--- src/rtl/iccm_loader_pkg.sv ---
// iccm_loader_pkg
//   Shared types and constants for the ICCM boot loader.
//   state_e   : loader FSM states
//   HDR_BYTES : number of length-header bytes on the stream
//   WE_ALL    : full-word byte write enable
package iccm_loader_pkg;

    typedef enum logic [2:0] {
        ST_IDLE   = 3'd0,
        ST_LEN_LO = 3'd1,
        ST_LEN_HI = 3'd2,
        ST_DATA   = 3'd3,
        ST_WRITE  = 3'd4,
        ST_CSUM   = 3'd5,
        ST_DONE   = 3'd6,
        ST_ERR    = 3'd7
    } state_e;

    localparam int         HDR_BYTES = 2;
    localparam logic [3:0] WE_ALL    = 4'hF;

    // States in which a load is in flight and the loader owns the ICCM port.
    function automatic logic is_busy(state_e s);
        return (s == ST_LEN_LO) || (s == ST_LEN_HI) || (s == ST_DATA) ||
               (s == ST_WRITE)  || (s == ST_CSUM);
    endfunction

endpackage

--- src/rtl/iccm_loader_if.sv ---
// iccm_loader_if
//   Byte stream and ICCM write port of the boot loader.
//   rx_data_i/rx_valid_i/rx_ready_o : valid/ready byte stream into the loader
//   mem_en_o/mem_we_o/mem_addr_o/mem_di_o : ICCM write port out of the loader
//   modport slave  : the loader
//   modport master : the stream source / memory-side observer
interface iccm_loader_if #(
    parameter int ADDR_W = 8
) ();

    logic [7:0]        rx_data_i;
    logic              rx_valid_i;
    logic              rx_ready_o;
    logic              mem_en_o;
    logic [3:0]        mem_we_o;
    logic [ADDR_W-1:0] mem_addr_o;
    logic [31:0]       mem_di_o;

    modport slave (
        input  rx_data_i, rx_valid_i,
        output rx_ready_o, mem_en_o, mem_we_o, mem_addr_o, mem_di_o
    );

    modport master (
        output rx_data_i, rx_valid_i,
        input  rx_ready_o, mem_en_o, mem_we_o, mem_addr_o, mem_di_o
    );

endinterface

--- src/rtl/iccm_word_packer.sv ---
// iccm_word_packer
//   Packs a byte stream little-endian into 32-bit words.
//   clk_i, rst_i   : clock, synchronous active-high reset
//   clear_i        : drop any partial word (new load)
//   byte_valid_i   : byte_i is accepted this cycle
//   byte_i         : stream byte
//   word_valid_o   : the accepted byte completes a word
//   word_o         : assembled word, valid with word_valid_o
module iccm_word_packer (
    input  logic        clk_i,
    input  logic        rst_i,
    input  logic        clear_i,
    input  logic        byte_valid_i,
    input  logic [7:0]  byte_i,
    output logic        word_valid_o,
    output logic [31:0] word_o
);

    logic [1:0]  cnt_q;
    // Only the three earlier bytes need storage; the fourth is taken straight
    // from the input so the word is available in the cycle it completes.
    logic [23:0] shift_q;

    always_ff @(posedge clk_i) begin
        if (rst_i || clear_i) begin
            cnt_q   <= 2'd0;
            shift_q <= 24'h0;
        end else if (byte_valid_i) begin
            cnt_q   <= cnt_q + 2'd1;
            shift_q <= {byte_i, shift_q[23:8]};
        end
    end

    assign word_valid_o = byte_valid_i && (cnt_q == 2'd3);
    assign word_o       = {byte_i, shift_q};

endmodule

--- src/rtl/iccm_loader.sv ---
// iccm_loader
//   Boot-time ICCM writer. Receives a length-prefixed (16-bit LE word count)
//   byte stream, packs it into 32-bit LE words, writes them to ICCM word
//   addresses 0.. and holds the core in reset until the image is complete.
//   clk_i, rst_i   : clock, synchronous active-high reset
//   start_i        : begin a load (honoured in IDLE, DONE, ERR)
//   bus            : byte stream in / ICCM write port out (iccm_loader_if.slave)
//   busy_o         : load in progress, selects the loader on the ICCM mux
//   done_o, err_o  : image loaded / load aborted
//   core_rst_no    : active-low core reset, released only in DONE
//   words_o        : words written so far
//   Optional build macro ICCM_LOADER_CSUM_EN: a trailing XOR checksum byte
//   must match the data bytes before the core is released.
//
//   state    | meaning
//   IDLE     | after reset, waiting for start_i
//   LEN_LO   | waiting for word-count low byte
//   LEN_HI   | waiting for word-count high byte, then range check
//   DATA     | collecting the four bytes of a word
//   WRITE    | one-cycle ICCM write of the assembled word
//   CSUM     | waiting for the checksum byte (checksum builds only)
//   DONE     | image loaded, core released
//   ERR      | load aborted, core held in reset
module iccm_loader
    import iccm_loader_pkg::*;
#(
    parameter int ADDR_W = 8,
    parameter int LEN_W  = 16
) (
    input  logic             clk_i,
    input  logic             rst_i,
    input  logic             start_i,
    iccm_loader_if.slave     bus,
    output logic             busy_o,
    output logic             done_o,
    output logic             err_o,
    output logic             core_rst_no,
    output logic [LEN_W-1:0] words_o
);

    localparam logic [LEN_W:0] MAX_WORDS = (LEN_W+1)'(1) << ADDR_W;

    state_e            state_q, state_d;
    logic [7:0]        len_lo_q;
    logic [LEN_W-1:0]  len_q;
    logic [LEN_W-1:0]  words_q;
    logic [ADDR_W-1:0] mem_addr_q;
    logic [31:0]       mem_di_q;

    logic              rx_ready;
    logic              mem_en;
    logic [3:0]        mem_we;
    logic              xfer;
    logic              start_ok;
    logic [LEN_W-1:0]  len_full;
    logic              word_valid;
    logic [31:0]       word;

`ifdef ICCM_LOADER_CSUM_EN
    logic [7:0]        csum_q;
`endif

    assign xfer     = bus.rx_valid_i && rx_ready;
    assign start_ok = start_i &&
                      ((state_q == ST_IDLE) || (state_q == ST_DONE) || (state_q == ST_ERR));
    assign len_full = LEN_W'({bus.rx_data_i, len_lo_q});

    iccm_word_packer u_packer (
        .clk_i        (clk_i),
        .rst_i        (rst_i),
        .clear_i      (start_ok),
        .byte_valid_i (xfer && (state_q == ST_DATA)),
        .byte_i       (bus.rx_data_i),
        .word_valid_o (word_valid),
        .word_o       (word)
    );

    always_comb begin
        state_d  = state_q;
        rx_ready = 1'b0;
        mem_en   = 1'b0;
        mem_we   = 4'h0;
        unique case (state_q)
            ST_IDLE: begin
                if (start_i) state_d = ST_LEN_LO;
            end
            ST_LEN_LO: begin
                rx_ready = 1'b1;
                if (xfer) state_d = ST_LEN_HI;
            end
            ST_LEN_HI: begin
                rx_ready = 1'b1;
                if (xfer) begin
                    if (len_full == '0)
                        state_d = ST_DONE;
                    else if ({1'b0, len_full} > MAX_WORDS)
                        state_d = ST_ERR;
                    else
                        state_d = ST_DATA;
                end
            end
            ST_DATA: begin
                rx_ready = 1'b1;
                if (word_valid) state_d = ST_WRITE;
            end
            ST_WRITE: begin
                mem_en = 1'b1;
                mem_we = WE_ALL;
                if (words_q + LEN_W'(1) == len_q) begin
`ifdef ICCM_LOADER_CSUM_EN
                    state_d = ST_CSUM;
`else
                    state_d = ST_DONE;
`endif
                end else begin
                    state_d = ST_DATA;
                end
            end
            ST_CSUM: begin
`ifdef ICCM_LOADER_CSUM_EN
                rx_ready = 1'b1;
                if (xfer) state_d = (bus.rx_data_i == csum_q) ? ST_DONE : ST_ERR;
`else
                state_d = ST_IDLE;
`endif
            end
            ST_DONE, ST_ERR: begin
                if (start_i) state_d = ST_LEN_LO;
            end
            default: state_d = ST_IDLE;
        endcase
    end

    always_ff @(posedge clk_i) begin
        if (rst_i) begin
            state_q    <= ST_IDLE;
            len_lo_q   <= 8'h0;
            len_q      <= '0;
            words_q    <= '0;
            mem_addr_q <= '0;
            mem_di_q   <= 32'h0;
        end else begin
            state_q <= state_d;
            if (start_ok)
                words_q <= '0;
            if (xfer && (state_q == ST_LEN_LO))
                len_lo_q <= bus.rx_data_i;
            if (xfer && (state_q == ST_LEN_HI))
                len_q <= len_full;
            // Address/data are latched as the word completes so they are
            // stable through WRITE and hold afterwards.
            if (word_valid) begin
                mem_addr_q <= words_q[ADDR_W-1:0];
                mem_di_q   <= word;
            end
            if (state_q == ST_WRITE)
                words_q <= words_q + LEN_W'(1);
        end
    end

`ifdef ICCM_LOADER_CSUM_EN
    always_ff @(posedge clk_i) begin
        if (rst_i || start_ok)
            csum_q <= 8'h0;
        else if (xfer && (state_q == ST_DATA))
            csum_q <= csum_q ^ bus.rx_data_i;
    end
`endif

    assign bus.rx_ready_o = rx_ready;
    assign bus.mem_en_o   = mem_en;
    assign bus.mem_we_o   = mem_we;
    assign bus.mem_addr_o = mem_addr_q;
    assign bus.mem_di_o   = mem_di_q;

    assign busy_o      = is_busy(state_q);
    assign done_o      = (state_q == ST_DONE);
    assign err_o       = (state_q == ST_ERR);
    assign core_rst_no = (state_q == ST_DONE);
    assign words_o     = words_q;

endmodule

--- src/flat_wrapper.sv ---
// flat-port wrapper written by rule: the top's interface ports become plain ports
module iccm_loader_flat import iccm_loader_pkg::*;
#(
    parameter int ADDR_W = 8,
    parameter int LEN_W  = 16
)
  (clk_i, rst_i, start_i, busy_o, done_o, err_o, core_rst_no, words_o, bus_rx_data_i, bus_rx_valid_i, bus_rx_ready_o, bus_mem_en_o, bus_mem_we_o, bus_mem_addr_o, bus_mem_di_o);
  iccm_loader_if #(.ADDR_W(ADDR_W)) bus_i ();
  input  logic clk_i;
  input  logic rst_i;
  input  logic start_i;
  output logic busy_o;
  output logic done_o;
  output logic err_o;
  output logic core_rst_no;
  output logic [LEN_W-1:0] words_o;
  input wire logic [$bits(bus_i.rx_data_i)-1:0] bus_rx_data_i;
  input wire logic [$bits(bus_i.rx_valid_i)-1:0] bus_rx_valid_i;
  output wire logic [$bits(bus_i.rx_ready_o)-1:0] bus_rx_ready_o;
  output wire logic [$bits(bus_i.mem_en_o)-1:0] bus_mem_en_o;
  output wire logic [$bits(bus_i.mem_we_o)-1:0] bus_mem_we_o;
  output wire logic [$bits(bus_i.mem_addr_o)-1:0] bus_mem_addr_o;
  output wire logic [$bits(bus_i.mem_di_o)-1:0] bus_mem_di_o;
  assign bus_i.rx_data_i = bus_rx_data_i;
  assign bus_i.rx_valid_i = bus_rx_valid_i;
  assign bus_rx_ready_o = bus_i.rx_ready_o;
  assign bus_mem_en_o = bus_i.mem_en_o;
  assign bus_mem_we_o = bus_i.mem_we_o;
  assign bus_mem_addr_o = bus_i.mem_addr_o;
  assign bus_mem_di_o = bus_i.mem_di_o;
  iccm_loader #(.ADDR_W(ADDR_W), .LEN_W(LEN_W)) u_core (.clk_i(clk_i), .rst_i(rst_i), .start_i(start_i), .bus(bus_i), .busy_o(busy_o), .done_o(done_o), .err_o(err_o), .core_rst_no(core_rst_no), .words_o(words_o));
endmodule
--- config.mk ---
export PLATFORM = sky130hd
export DESIGN_NAME = iccm_loader_flat
export DESIGN_NICKNAME = d
export VERILOG_FILES = /design/src/rtl/iccm_loader_pkg.sv /design/src/rtl/iccm_loader_if.sv /design/src/rtl/iccm_word_packer.sv /design/src/rtl/iccm_loader.sv /design/src/flat_wrapper.sv
export SDC_FILE = /design/constraint.sdc
export NUM_CORES = 1
export LEC_CHECK = 0
export CORE_AREA = 2 2 104 96
export DETAILED_ROUTE_END_ITERATION = 6
export DIE_AREA = 0 0 106 98
export PLACE_DENSITY_LB_ADDON = 0.05
export SETUP_SLACK_MARGIN = 0.2
export SYNTH_ARGS = -nofsm -noshare
export SYNTH_HDL_FRONTEND = slang
export SYNTH_SLANG_ARGS = --single-unit
--- constraint.sdc ---
create_clock -name clk_i -period 3.3 [get_ports clk_i]
set_clock_uncertainty 0.15 [all_clocks]
set_input_delay 0.495 -clock clk_i [delete_from_list [all_inputs] [get_ports clk_i]]
set_output_delay 0.495 -clock clk_i [all_outputs]
set_load 0.02 [all_outputs]
==> metrics.yaml <==
outcome: "finished, final reports clean"
wire_per_inst_um: 15.1
ys_warn_count: 0
setup_viol: 0
grt_util_all_layers_pct: 23.4
async_flop_share_pct: 0
cap_violations: 0
die_w_um: 106
p_per_area_nw_per_um2: 486
layout-drive-gt1-share_pct: 5.36
drc: 0
first_pass_iters: 5
path_cells: "inv_1, or3_1, clkinvlp_4, clkdlybuf4s50_1"
synth_top_area_share_pct: 45.7
nNetsFinal: 681
synth_common_cells: "nand2_1, dfxtp_1, a21oi_1"
clockRootBuffer: "clkbuf_8"
period_share_pct: 86.9
place.port_buffers: 77
yosysMostFrequentCell: "nand2_1"
path_max_fanout: 11
synth_top_cell_by_area: "dfxtp_1"
synth_area_per_cell_um2: 7.75
hold_path_end: "u_core.bus.mem_di_o[6]"
cts_made_buffers: 9
synthFlopType: "dfxtp_1"
worstHoldStart: "u_core.bus.mem_di_o[6]"
antenna_cells: 0
synthesis.nets: 631
rsz0062_at_grt: "false"
wl_um: 12100
clkLatencyLatePin_ns: 0.37
reg2reg_to: "u_core.words_o[12]"
die-area_um2: 10400
place_hpwl_um: 8370
floorplan.rows: 34
synth.area.top_cells: "dfxtp_1, nand2_1, a21oi_1"
ff2ff_path_depth: 6
cts.sinks: 109
antenna_found_initial: 0
max_freq_ghz: 0.349
htreeDepth: 3
ys_ff_latch: 109
total_power_uw: 2800
max-vdd-ir-drop_mv: 0.357
synthToLayoutAreaGrowth_pct: 20.4
slew_viol_final: 0
preCtsSetupSlack_ns: 0.587
ioPinCount: 78
hold_viol: 0
start_kind: "flip-flop"
holdBufCountCts: 0
cts_buffer_depth: 2
place_congestion: 0.858
worstSetupStartpoint: "u_core.state_q[2]"
cp_num_buf_inv: 3
required_ns: 2.65
relSlewSlack_pct: 23.0
post-route-min-period_ns: 2.87
synth_cell_types: 49
syn_area_um2: 4780
grt_pass1_wl_um: 19700
overflow: 0
p_leak_uw: 0.00190
hold_class: "reg -> reg"
core_um2: 9400
rr_startpoint: "u_core.state_q[0]"
worst_slew_pin_slew_ns: 1.15
path_delay_family: "buffers and inverters"
tns_ns: 0
start_util_pct: 50.8
path_class: "reg -> out"
die_y_um: 98
antenna_left: 0
whs_path_depth: 2
clk_pin_slew_ns: 0.10
dr_total_vias: 4414
drt-initial-drc-count: 258
crit_slowest_cell: "clkdlybuf4s50_1"
syn-instance-count: 617
r2r_slack_ns: 0.49
grt_max_degree: 58
synth-edff-count: 0
crit_path_max_incr_delay_ns: 0.64
cts_tree: "yes"
cp.arrival_ns: 2.22
cp-end-kind: "output port"
grt_pass1_vias: 3913
setup_ws_ns: 0.434
seq_area_frac_synth_pct: 45.7
drt-vias-per-instance: 5.53
-- worst register-to-register path, delay by kind of cell, from the launching register on --
kind            cells  cell delay (ns)
buf+inv             2             0.46
simple gates        1             0.24
compound gates      3             1.30
flops               1             0.60
-- logic make-up (layout without fill, tap and decap cells) --
kind of cell	count (synthesis)	count (layout)	share of synthesized area, %
buffers and inverters	56	111	5.05
adder cells (fa/ha/maj)	2	2	0.523
XOR/XNOR	21	21	4.14
flip-flops	109	109	45.7
multiplexers	10	10	2.09
AO/OA/AOI/OAI	142	142	16.4
AND/OR/NAND/NOR	277	277	26.1
-- routing by layer --
metal	share of wire, %	global-route usage, %
met2	43	33.4
met4	0.75	6.58
met1	49	36.4
met3	7.3	3.74
met5	0	0
-- worst max path at each step --
| stage | end | cells past startpoint |
|---|---|---|
| global placement | u_core.state_q[0] | 7 |
| finish | bus_mem_we_o[0] | 4 |
| detailed placement | u_core.state_q[0] | 7 |
| CTS | bus_mem_en_o | 4 |
| global route | u_core.words_o[13] | 6 |
| floorplan | u_core.state_q[0] | 7 |
-- registers in the layout, indices dropped and copies added, names as in the netlist --
name	cells
u_core.u_packer.cnt_q	2
u_core.len_lo_q	8
u_core.u_packer.shift_q	24
u_core.words_o	16
u_core.state_q	3
u_core.len_q	16
u_core.bus.mem_addr_o	8
u_core.bus.mem_di_o	32
-- repair_timing --
action | in CTS | in global routing
setup endpoints to repair | 4 | 3
resized for setup | 1 | 1
setup buffers | 0 | 0
-- power by group --
group / internal, uW / switching (uW)
Sequential: 1370 / 75.9
Combinational: 230 / 355
Clock: 286 / 487
Total: 1880 / 918
-- area by class of cell --
class	instances	area (um2)
Sequential cell	109	2180
Timing Repair Buffer	88	848
Fill cell	875	3640
Inverter	7	30.0
Clock buffer	9	124
Multi-Input combinational cell	452	2360
Clock inverter	7	57.6
Tap cell	126	158
-- placed cells by master, fill, tap and decap left out, types with 3 or more instances in the layout --
master | synthesis | final
nand2_1 | 171 | 171
clkbuf_8 | 0 | 9
a22oi_1 | 3 | 3
nor2b_1 | 7 | 7
inv_1 | 7 | 6
nor2_1 | 38 | 38
clkdlybuf4s50_1 | 0 | 76
xnor2_1 | 13 | 13
dfxtp_1 | 109 | 108
a211oi_1 | 4 | 4
or3_1 | 5 | 5
nand2b_1 | 4 | 4
nor3_1 | 7 | 7
mux2i_1 | 10 | 10
nor4_1 | 7 | 7
xor2_1 | 7 | 7
nand3_1 | 10 | 10
buf_4 | 7 | 11
o21ai_0 | 14 | 14
clkinvlp_4 | 0 | 3
nand4_1 | 6 | 6
a21oi_1 | 102 | 102
o211ai_1 | 4 | 4
and3_1 | 4 | 4
nand3b_1 | 4 | 4
-- per-stage QoR --
step | instances | utilization, % | hold WS [ns] | cell area (um2)
2_1_floorplan | 617 | - | 0.282 | 4780
3_3_place_gp | 782 | 59.2 | 0.291 | 5570
3_5_place_dp | 782 | 59.2 | 0.297 | 5570
4_1_cts | 798 | 61.2 | 0.311 | 5760
5_1_grt | 798 | 61.2 | 0.331 | 5760
6_report | 798 | 61.2 | 0.310 | 5760
(Power assumes the default switching activity.)
